### config.mk
export PLATFORM = sky130hd
export DESIGN_NAME = demux1to4_32bit_buf_flat
export DESIGN_NICKNAME = d
export VERILOG_FILES = /design/src/rtl/demux1to4_32bit_buf_pkg.sv /design/src/rtl/demux1to4_32bit_buf_if.sv /design/src/rtl/demux1to4_32bit_buf_chan_buf.sv /design/src/rtl/demux1to4_32bit_buf.sv /design/src/flat_wrapper.sv
export SDC_FILE = /design/constraint.sdc
export NUM_CORES = 1
export LEC_CHECK = 0
export CORE_MARGIN = 2
export CORE_UTILIZATION = 41
export DETAILED_ROUTE_END_ITERATION = 10
export PLACE_DENSITY = 0.75
export SETUP_SLACK_MARGIN = 0.15
export SLEW_MARGIN = 10
export SYNTH_ARGS = -nofsm -noshare
export SYNTH_HDL_FRONTEND = slang
export SYNTH_SLANG_ARGS = --single-unit
### constraint.sdc
create_clock -name clk -period 1.2 [get_ports clk]
set_input_delay 0.12 -clock clk [delete_from_list [all_inputs] [get_ports clk]]
set_output_delay 0.12 -clock clk [all_outputs]
set_load 0.02 [all_outputs]
### src/rtl/demux1to4_32bit_buf_pkg.sv
// demux_pkg: shared widths, channel state and select encodings for the 1-to-4 word demux
package demux_pkg;
  localparam int WIDTH_DEF = 32;
  localparam int NCH = 4;
  typedef enum logic {EMPTY, FULL} chan_state_t;
  localparam logic [1:0] SEL_CH0 = 2'd0;
  localparam logic [1:0] SEL_CH1 = 2'd1;
  localparam logic [1:0] SEL_CH2 = 2'd2;
  localparam logic [1:0] SEL_CH3 = 2'd3;
  function automatic logic [NCH-1:0] sel_onehot(input logic [1:0] s);
    return {s == SEL_CH3, s == SEL_CH2, s == SEL_CH1, s == SEL_CH0};
  endfunction
endpackage

### src/rtl/demux1to4_32bit_buf_if.sv
// demux1to4_32bit_buf_if: producer/consumer bus; cnt0..cnt3 exist only with DEMUX_CHAN_COUNT_EN
interface demux1to4_32bit_buf_if #(parameter int WIDTH = demux_pkg::WIDTH_DEF);
  logic in_valid;
  logic in_ready;
  logic [1:0] in_sel;
  logic [WIDTH-1:0] in_data;
  logic [3:0] out_valid;
  logic [3:0] out_ready;
  logic [WIDTH-1:0] out_data0;
  logic [WIDTH-1:0] out_data1;
  logic [WIDTH-1:0] out_data2;
  logic [WIDTH-1:0] out_data3;
  logic busy;
`ifdef DEMUX_CHAN_COUNT_EN
  logic [7:0] cnt0;
  logic [7:0] cnt1;
  logic [7:0] cnt2;
  logic [7:0] cnt3;
`endif
  modport slave (
    input in_valid, in_sel, in_data, out_ready,
    output in_ready, out_valid, out_data0, out_data1, out_data2, out_data3, busy
`ifdef DEMUX_CHAN_COUNT_EN
    , output cnt0, cnt1, cnt2, cnt3
`endif
  );
  modport master (
    output in_valid, in_sel, in_data, out_ready,
    input in_ready, out_valid, out_data0, out_data1, out_data2, out_data3, busy
`ifdef DEMUX_CHAN_COUNT_EN
    , input cnt0, cnt1, cnt2, cnt3
`endif
  );
endinterface

### src/rtl/demux1to4_32bit_buf_chan_buf.sv
// demux_chan_buf: single-entry holding buffer; optional drain counter under DEMUX_CHAN_COUNT_EN
module demux_chan_buf
  import demux_pkg::*;
#(
  parameter int WIDTH = WIDTH_DEF
) (
  input  logic clk,
  input  logic rst,
  input  logic fill,
  input  logic ready,
  input  logic [WIDTH-1:0] din,
  output logic valid,
  output logic [WIDTH-1:0] dout
`ifdef DEMUX_CHAN_COUNT_EN
  , output logic [7:0] cnt
`endif
);
  chan_state_t state, state_nx;
  logic drain;
  always_ff @(posedge clk)
    state <= rst ? EMPTY : state_nx;
  // a fill in the draining cycle wins, keeping the entry full with the new word
  always_comb begin
    drain = (state == FULL) && ready;
    state_nx = fill ? FULL : drain ? EMPTY : state;
  end
  assign valid = state == FULL;
  always_ff @(posedge clk)
    if (rst) dout <= '0;
    else if (fill) dout <= din;
`ifdef DEMUX_CHAN_COUNT_EN
  always_ff @(posedge clk)
    if (rst) cnt <= '0;
    else if (drain) cnt <= cnt + 8'd1;
`endif
endmodule

### src/rtl/demux1to4_32bit_buf.sv
// demux1to4_32bit_buf: registered 1-to-4 word demux with per-channel holding buffers
// optional per-channel drain counters cnt0..cnt3 under DEMUX_CHAN_COUNT_EN
module demux1to4_32bit_buf
  import demux_pkg::*;
#(
  parameter int WIDTH = WIDTH_DEF
) (
  input logic clk,
  input logic rst,
  demux1to4_32bit_buf_if.slave bus
);
  logic [NCH-1:0] valid;
  logic [NCH-1:0] fill;
  logic [WIDTH-1:0] dout [NCH];
  logic acc;
`ifdef DEMUX_CHAN_COUNT_EN
  logic [7:0] cnt [NCH];
`endif
  // ready depends only on registered state and consumer ready, never on in_valid
  always_comb begin
    bus.in_ready = ~valid[bus.in_sel] | bus.out_ready[bus.in_sel];
    acc = bus.in_valid & bus.in_ready;
    fill = acc ? sel_onehot(bus.in_sel) : '0;
  end
  for (genvar k = 0; k < NCH; k++) begin : g_ch
    demux_chan_buf #(.WIDTH(WIDTH)) u_buf (
      .clk(clk),
      .rst(rst),
      .fill(fill[k]),
      .ready(bus.out_ready[k]),
      .din(bus.in_data),
      .valid(valid[k]),
      .dout(dout[k])
`ifdef DEMUX_CHAN_COUNT_EN
      , .cnt(cnt[k])
`endif
    );
  end
  assign bus.out_valid = valid;
  assign bus.busy = |valid;
  assign bus.out_data0 = dout[0];
  assign bus.out_data1 = dout[1];
  assign bus.out_data2 = dout[2];
  assign bus.out_data3 = dout[3];
`ifdef DEMUX_CHAN_COUNT_EN
  assign bus.cnt0 = cnt[0];
  assign bus.cnt1 = cnt[1];
  assign bus.cnt2 = cnt[2];
  assign bus.cnt3 = cnt[3];
`endif
endmodule

### src/flat_wrapper.sv
// flat-port wrapper written by rule: the top's interface ports become plain ports
module demux1to4_32bit_buf_flat import demux_pkg::*;
#(
  parameter int WIDTH = WIDTH_DEF
)
  (clk, rst, bus_in_valid, bus_in_sel, bus_in_data, bus_out_ready, bus_in_ready, bus_out_valid, bus_out_data0, bus_out_data1, bus_out_data2, bus_out_data3, bus_busy);
  demux1to4_32bit_buf_if #(.WIDTH(WIDTH)) bus_i ();
  input logic clk;
  input logic rst;
  input wire logic [$bits(bus_i.in_valid)-1:0] bus_in_valid;
  input wire logic [$bits(bus_i.in_sel)-1:0] bus_in_sel;
  input wire logic [$bits(bus_i.in_data)-1:0] bus_in_data;
  input wire logic [$bits(bus_i.out_ready)-1:0] bus_out_ready;
  output wire logic [$bits(bus_i.in_ready)-1:0] bus_in_ready;
  output wire logic [$bits(bus_i.out_valid)-1:0] bus_out_valid;
  output wire logic [$bits(bus_i.out_data0)-1:0] bus_out_data0;
  output wire logic [$bits(bus_i.out_data1)-1:0] bus_out_data1;
  output wire logic [$bits(bus_i.out_data2)-1:0] bus_out_data2;
  output wire logic [$bits(bus_i.out_data3)-1:0] bus_out_data3;
  output wire logic [$bits(bus_i.busy)-1:0] bus_busy;
  assign bus_i.in_valid = bus_in_valid;
  assign bus_i.in_sel = bus_in_sel;
  assign bus_i.in_data = bus_in_data;
  assign bus_i.out_ready = bus_out_ready;
  assign bus_in_ready = bus_i.in_ready;
  assign bus_out_valid = bus_i.out_valid;
  assign bus_out_data0 = bus_i.out_data0;
  assign bus_out_data1 = bus_i.out_data1;
  assign bus_out_data2 = bus_i.out_data2;
  assign bus_out_data3 = bus_i.out_data3;
  assign bus_busy = bus_i.busy;
  demux1to4_32bit_buf #(.WIDTH(WIDTH)) u_core (.clk(clk), .rst(rst), .bus(bus_i));
endmodule
; Yosys cells after proc, flatten, opt, wreduce, memory -nomap -nowiden
; Index checks and enable logic that the tools add are counted.
[classes]
magnitude_cmp = 1
eq_ne = 3
mux = 13
n_bitwise = 3
reduce_logical = 10
[op_table]
columns = cell, n
row1 = 1-bit 2-to-1 mux, 10
row2 = 2-bit nonzero test, 4
row3 = 1-bit binary-select mux with 2-bit select, 2
row4 = 2-bit equality test (second input constant), 2
row5 = 1-bit logical AND, 4
row6 = 4-bit 2-to-1 mux, 1
row7 = 4-bit OR reduction, 1
row8 = 2-bit by 3-bit < comparator with 1-bit output (second input constant), 1
row9 = 2-bit by 1-bit equality test with 1-bit output (second input constant), 1
row10 = 2-bit zero test, 1
row11 = 1-bit AND, 1
row12 = 1-bit NOT, 1
row13 = 1-bit bitwise OR, 1
[totals]
regBits = 132
in_bits = 41

; Longest topological paths before layout
; Gate-level depths: netlist of run 1.
[depth]
word_depth = 7
mapped_depth = 5
ltp_nobuf = 3

; Modules after synthesis
; A second synthesis of run 1 with hierarchy kept.
[unflattened]
hier_cells = 442
hier_area_um2 = 4914.7
[modules_own_cells]
columns = module, instances, cells_per_inst, area_each_um2, seq_area_each_um2
row1 = demux_chan_buf, 4, 108, 1204.9, 660.6
row2 = demux1to4_32bit_buf, 1, 10, 95.1, 0.0

; Worst setup path before layout of run 1
; Ideal clock, no wire load.
[synth_path]
kind = reg-to-reg
startpoint = register u_core.g_ch[2].u_buf.state
endpoint = register u_core.g_ch[2].u_buf.dout[10]
arrival_ns = 1.158
required_ns = 1.079
setup_slack_ns = -0.079
stages_incl_launch_ff = 6
period_less_slack_ns = 1.279
path_cell_list = dfxtp_1 nor2b_1 or3_1 buf_6 buf_12 mux2i_1
[synth_between]
elab_chain_len = 6
[synth_lines]
columns = element, line_no
row1 = from (decl), demux1to4_32bit_buf_chan_buf.sv:18  ; chan_state_t state, state_nx;
row2 = from (signal assigned), demux1to4_32bit_buf_chan_buf.sv:21  ; state <= rst ? EMPTY : state_nx;
row3 = 1-bit binary-select mux with 2-bit select, demux1to4_32bit_buf.sv:21  ; bus.in_ready = ~valid[bus.in_sel] | bus.out_ready[bus.in_sel];
row4 = 1-bit 2-to-1 mux (not written as such), demux1to4_32bit_buf.sv:21
row5 = 1-bit NOT, demux1to4_32bit_buf.sv:21
row6 = 1-bit bitwise OR, demux1to4_32bit_buf.sv:21
row7 = 1-bit AND, demux1to4_32bit_buf.sv:22  ; acc = bus.in_valid & bus.in_ready;
row8 = 4-bit 2-to-1 mux, demux1to4_32bit_buf.sv:23  ; fill = acc ? sel_onehot(bus.in_sel) : '0;
row9 = to (signal assigned), demux1to4_32bit_buf_chan_buf.sv:30  ; else if (fill) dout <= din;
row10 = to (decl), demux1to4_32bit_buf_chan_buf.sv:13  ; output logic [WIDTH-1:0] dout
; Every way passes these cells. The select of a mux whose other input is x is not followed.
; A chain may end at the register's enable or synchronous reset.

; Worst setup path in the final report of run 1
[layout_path]
startpoint = register u_core.g_ch[3].u_buf.state
endpoint = output port bus_in_ready
[layout_between]
elab_chain_len = 4
[layout_lines]
columns = element, line_no
row1 = from (decl), demux1to4_32bit_buf_chan_buf.sv:18
row2 = from (signal assigned), demux1to4_32bit_buf_chan_buf.sv:21
row3 = 1-bit binary-select mux with 2-bit select, demux1to4_32bit_buf.sv:21
row4 = 1-bit 2-to-1 mux (not written as such), demux1to4_32bit_buf.sv:21
row5 = 1-bit NOT, demux1to4_32bit_buf.sv:21
row6 = 1-bit bitwise OR, demux1to4_32bit_buf.sv:21
row7 = to (decl), flat_wrapper.sv:14  ; output wire logic [$bits(bus_i.in_ready)-1:0] bus_in_ready;
; Every way passes these cells. The select of a mux whose other input is x is not followed.

==> results by group, run 1 <==
Status
  – Status: finished, violations left
  – Failing checks: negative setup slack

Timing
  – # setup viols final: 127
  – Final count of hold timing violations: 0
  – Final Cycle Share: 133%
  – Achievable Freq: 627 MHz
  – Post-layout min period: 1600 ps
  – Final Skew: about 8.2 ps
  – Setup TNS: -15,850 ps
  – Slew Limit Fails: 0
  – Slew at the pin with the worst max-slew slack: 303 ps
  – Worst slew margin: 79.8%
  – RSZ-0062 raised after global routing: yes
  – Setup WS post-layout: -395 ps

Placed design
  – Routability Congestion: approximately 0.78
  – Buffers added on ports: 174
  – Dpl hpwl: ~9.1 mm

Pwr
  – Peak supply drop: 0.888 mV
  – Leakage: 4.14 nW
  – PwrDens: between 1000 and 1500 nW/um^2

Worst setup path
  – Req. time, crit path: approximately 1100 ps
  – Critical Path Source: u_core.g_ch[3].u_buf.valid
  – Worst path arrival time: between 1000 and 1500 ps
  – Crit Path Category: flop to output pin
  – Critical path fanouts, max: 3
  – R2R Path Start: u_core.g_ch[2].u_buf.valid
  – Worst setup SP type: flop
  – Setup crit end kind: output pin

Clock network
  – CTS Root Cell: clkbuf_16
  – CTS clock-pin slew for the worst setup and hold paths: roughly 60 ps
  – CTS Sinks: between 100 and 150
  – Clk buf depth: 2
  – Post-CTS Hold Buffers: 0
  – TritonCTS Buffers: 17
  – Later-pin clock latency in the skew report: approximately 420 ps
  – H-tree depth: 4
  – CTS tree: yes

Logic synthesis
  – Synth Cell Area: between 5000 and 6000 sq um
  – Syn avg cell area: between 10 and 15 sq um
  – Synthesized Nets: 517
  – Netlist cell types: 20
  – Yosys top cell by area: dfxtp_1
  – Area share of the largest cell type after synthesis: 50.2%
  – Ys Warns: 0
  – Sequential area share after synthesis: 50.2%
  – Top post-synthesis cells by area: dfxtp_1 50%, mux2i_1 24%, nand2b_1 19%
  – Synthesized instance count: 476
  – #FFs+latches synth: roughly 130

Die
  – Initial Util: 41.9%
  – IO Count: 175
  – Core area: 12,600 sq um
  – Die height: 117 um
  – DIE WIDTH: 117 um
  – Full die area: 13,800 sq um
  – # rows: just over 40

Layout
  – Final core occ: 70.4%
  – ANT cells: 0
  – Share of cells above drive strength 1: 51.1%
  – Area delta synth->final: 68.1%
  – Most frequent cells in the layout: 161 x nand2b_1, 129 x buf_6, 126 x mux2i_1
  – Final nets: ~740
  – Commonest non-fill, non-tap cell in the layout: nand2b_1

Global routing
  – Pin count of the biggest net entering global routing: 95
  – Grt total ovfl: 0
  – Vias in the first global route: 4,431
  – Total track usage: between 20% and 30%
  – First-pass GRT wire length: roughly 24 mm
  – Initial antenna violation count: 0

Min path
  – Min-delay worst type: input port to flop
  – Critical hold path startpoint: rst

Routing
  – Via count: 4,182
  – Routed wire length: 15.7 mm
  – Via-per-instance ratio: between 4 and 5
  – Iteration-0 DRC Markers: approximately 180
  – Pre-antenna DRT Iters: 4
  – Remaining DRCs: 0
  – ANT nets after route: 0
  – Routed wire per std cell: 17.7 um

Run
  – Max cap viols: 0
[cell families (layout without fill, tap and decap cells)]
logic type             count (synthesis)  count (layout)  share of synthesized area, %
AOI/OAI and AO/OA                      4               4                         0.380
buffers and inverters                 37             271                          3.80
DFF                                  132             132                          50.2
muxes                                129             129                          24.8
and+or+nand+nor                      174             175                          20.8
[synth_stat cells (all sizes together)]
| library cell | number |
|---|---|
| or4 | 1 |
| and4 | 1 |
| buf | 18 |
| nor3b | 1 |
| clkbuf | 19 |
| nand4 | 1 |
| nor2b | 1 |
| mux2i | 128 |
| dfxtp | 132 |
| nand2b | 164 |
| nor3 | 1 |
| or3 | 1 |
| a21oi | 4 |
| mux4 | 1 |
| nand2 | 2 |
| nand4b | 1 |
[state kept, by name, summed over array words and instances, names as in the netlist]
register / flops
u_core.g_ch.u_buf.dout: 128
u_core.g_ch.u_buf.valid: 4
[stage by stage]
stage | setup slack (ps) | instance area, sq um | hold WS, ps | total power, mW | cells
2_1_floorplan | -68.2 | 5330 | 309 | 5.39 | 476
3_3_place_gp | -715 | 7260 | 459 | 5.95 | 805
3_5_place_dp | -721 | 7260 | 460 | 5.97 | 805
4_1_cts | -413 | 8400 | 170 | 11.0 | 876
5_1_grt | -440 | 8850 | 185 | 11.4 | 883
6_report | -395 | 8850 | 167 | 11.0 | 883
[power breakdown]
group	switching (mW)	leakage (nW)	internal, mW
logic	0.677	2.74	0.851
clock network	1.94	0.271	2.87
registers	0.113	1.13	4.56
[worst max-delay path, stage by stage (launching register included)]
cell,delay (ps)
dfxtp_2,340
nand2b_1,80
mux4_2,490
buf_6,150
[layer usage]
metal / share of wire (%) / wire [um] / global-route usage [%]
met1: 40 / 6310 / 25.3
met2: 50 / 7900 / 39.1
met3: 8.0 / 1250 / 10.6
met4: 1.3 / 201 / 7.23
met5: 0 / 0 / 0
[cell type report]
type | count | area, sq um
tap | 172 | 215
clock inverter | 14 | 114
multi-input combinational | 308 | 2530
sequential | 132 | 2790
timing repair buffer | 239 | 2770
clock buffer | 18 | 439
fill | 923 | 3720
[final timing paths]
path	depth (start not counted)	to	slack, ps
setup / recovery	3	bus_in_ready	-400
hold / removal	3	u_core.g_ch[0].u_buf.valid	170
setup reg to reg	8	u_core.g_ch[2].u_buf.dout[20]	-290
hold reg to reg	2	u_core.g_ch[2].u_buf.dout[30]	470
[repair_timing]
action                     4_1_cts  5_1_grt
gates resized for setup        800      152
pin swaps                        6        1
gates cloned                    14        0
setup endpoints to repair      266      224
buffers inserted                25        7
(Power assumes the default switching activity.)
==> run 2: changes to the inputs <==
--- a/config.mk
+++ b/config.mk
@@ -10,6 +10,7 @@
 export DETAILED_ROUTE_END_ITERATION = 10
 export PLACE_DENSITY = 0.75
 export SETUP_SLACK_MARGIN = 0.15
+export SKIP_CTS_REPAIR_TIMING = 1
 export SLEW_MARGIN = 10
 export SYNTH_ARGS = -nofsm -noshare
 export SYNTH_HDL_FRONTEND = slang
==> run 2 against run 1 <==
  * The run still ends with negative setup slack left
  * Clock skew decreased by 1.4 ps
  * Clock power about the same
  * Sequential share of layout area increased by 1.4 points
  * Critical path depth unchanged
  * Largest cell class unchanged
  * Highest routed layer unchanged
==> results by group, run 2 (synthesis results as in run 1) <==
Timing
  – Slew at the pin with the worst max-slew slack: 316 ps (+13.7 ps)
  – Post-layout min period: 1600 ps (+3.78 ps)
  – Final Cycle Share: 133% (+0.32 points)
  – Slew Limit Fails: 0 (unchanged)
  – Setup TNS: -9410 ps (+6440 ps)
  – Final Skew: 6.76 ps (-1.43 ps)
  – Final count of hold timing violations: 0 (unchanged)
  – RSZ-0062 raised after global routing: yes
  – # setup viols final: 96 (-24%)
  – Hold WS: 211 ps (+43.4 ps)
  – Worst slew margin: 78.9% (-0.92 points)
  – Setup WS post-layout: -399 ps (-3.78 ps)
  – Achievable Freq: 625 MHz (-0.24%)

Clock network
  – TritonCTS Buffers: 17 (unchanged)
  – Clk buf depth: 2 (unchanged)
  – CTS Root Cell: clkbuf_16
  – H-tree depth: 4 (unchanged)
  – CTS tree: yes
  – CTS Sinks: 132 (unchanged)
  – Later-pin clock latency in the skew report: 430 ps (about the same)
  – CTS clock-pin slew for the worst setup and hold paths: 60 ps (about the same)

Placed design
  – Buffers added on ports: 174 (unchanged)
  – Routability Congestion: 0.781 (unchanged)
  – Post-Place Worst Slack: -721 ps (unchanged)
  – Dpl hpwl: 9.12 mm (unchanged)

Worst setup path
  – R2R Path Start: u_core.g_ch[2].u_buf.valid
  – FF-to-FF setup slack: -210 ps (+80 ps)
  – Critical path fanouts, max: 3 (unchanged)
  – FF-to-FF path depth: 5 (-3)
  – Crit Path Category: flop to output pin
  – Setup crit end kind: output pin
  – Worst path arrival time: 1480 ps (about the same)
  – Req. time, crit path: 1080 ps (about the same)
  – Worst setup SP type: flop
  – End of the worst register-to-register path: u_core.g_ch[2].u_buf.dout[0]

Routing
  – Routed wire length: 15.4 mm (-1.8%)
  – Iteration-0 DRC Markers: 163 (-7.4%)
  – Pre-antenna DRT Iters: 4 (unchanged)
  – Remaining DRCs: 0 (unchanged)
  – Via count: 4,071 (-2.7%)
  – ANT nets after route: 0 (unchanged)
  – Routed wire per std cell: 17.8 um (+0.55%)
  – Via-per-instance ratio: 4.72 (-0.28%)

Die
  – DIE WIDTH: 117 um (unchanged)
  – Full die area: 13,800 sq um (unchanged)
  – Initial Util: 41.9% (unchanged)
  – Core area: 12,600 sq um (unchanged)
  – IO Count: 175 (unchanged)
  – Die height: 117 um (unchanged)
  – # rows: 41 (unchanged)

Global routing
  – Grt total ovfl: 0 (unchanged)
  – Met3 Use GR: 11.3% (+0.73 points)
  – Total track usage: 19.7% (-3.2 points)
  – Grt met2 use: 31.9% (-7.2 points)
  – Pin count of the biggest net entering global routing: 95 (unchanged)
  – First-pass GRT wire length: 21.3 mm (-12%)
  – Grt met1 use: 21.6% (-3.7 points)
  – Vias in the first global route: 4,127 (-6.9%)
  – Initial antenna violation count: 0 (unchanged)
  – GRT busiest layer: met2

Layout
  – Most frequent cells in the layout: 162 x nand2b_1, 127 x mux2i_1, 112 x dfxtp_2
  – ANT cells: 0 (unchanged)
  – Share of cells above drive strength 1: 49.0% (-2.1 points)
  – Final nets: 718 (-2.8%)
  – Max FFs per register: 128 (unchanged)
  – Area delta synth->final: 61.2%
  – Commonest non-fill, non-tap cell in the layout: nand2b_1
  – Register bank with the most flops: u_core.g_ch.u_buf.dout

Min path
  – Critical hold path startpoint: rst
  – Hold Path Depth: 3 (unchanged)
  – Hold worst-path end: u_core.g_ch[3].u_buf.valid
  – Min-delay worst type: input port to flop

Run
  – Max cap viols: 0 (unchanged)

Status
  – Failing checks: negative setup slack
  – Status: finished, violations left

Pwr
  – PwrDens: 1290 nW/um^2 (+3.2%)
  – Leakage: 4.00 nW (-3.3%)
  – Peak supply drop: 0.877 mV (-1.3%)
[run 2: cell types whose count changed in the layout (fill, tap and decap cells not counted), sizes merged]
cell | before | now
clkbuf | 18 | 26
buf | 200 | 172
dlygate4sd2 | 3 | 0
dlymetal6s2s | 0 | 3
and4 | 2 | 1
[run 2: metal layers]
layer / up-vias / share of wire, % / routed length (um)
met4: 0 / 1.9 / 294
met1: 1932 / 40 / 6220
met2: 131 / 49 / 7560
met5: - / 0 / 0
li1: 1985 / - / -
met3: 23 / 8.4 / 1300
[run 2: worst max-delay path by stage]
stage	slack (ps)	end	start	cells after the start
global route	-460	bus_in_ready	u_core.g_ch[3].u_buf.valid	3
global placement	-720	bus_in_ready	bus_out_ready[2]	4
detailed placement	-720	bus_in_ready	bus_out_ready[2]	4
CTS	-900	bus_in_ready	u_core.g_ch[0].u_buf.valid	3
floorplan	-70	u_core.g_ch[2].u_buf.dout[10]	u_core.g_ch[2].u_buf.valid	5
finish	-400	bus_in_ready	u_core.g_ch[2].u_buf.valid	3
[run 2: area by class of cell]
cell class | count | area [sq um]
fillers | 978 | 4080
flip-flops and latches | 132 | 2790
multi-input cells | 307 | 2490
repair buffers | 219 | 2440
clock buffers | 18 | 439
well taps | 172 | 215
clock inverters | 14 | 114
[run 2: metrics by stage]
step                power (mW)  cell area (sq um)  std cells  utilization (%)
floorplan                 5.39               5330        476                -
global placement          5.95               7260        805             57.8
detailed placement        5.97               7260        805             57.8
CTS                       10.8               7810        837             62.2
global route              11.3               8490        862             67.5
finish                    10.9               8490        862             67.5
[run 2: critical path, cell delays in order (launching register included)]
cell and delay [ps]:
dfxtp_2 350, nand2b_1 80, mux4_2 470, buf_6 150
[run 2: report_power, final]
part | internal [mW] | switching (mW) | total [mW]
registers | 4.56 | 0.110 | 4.68
clock network | 2.87 | 1.94 | 4.82
logic | 0.770 | 0.651 | 1.42
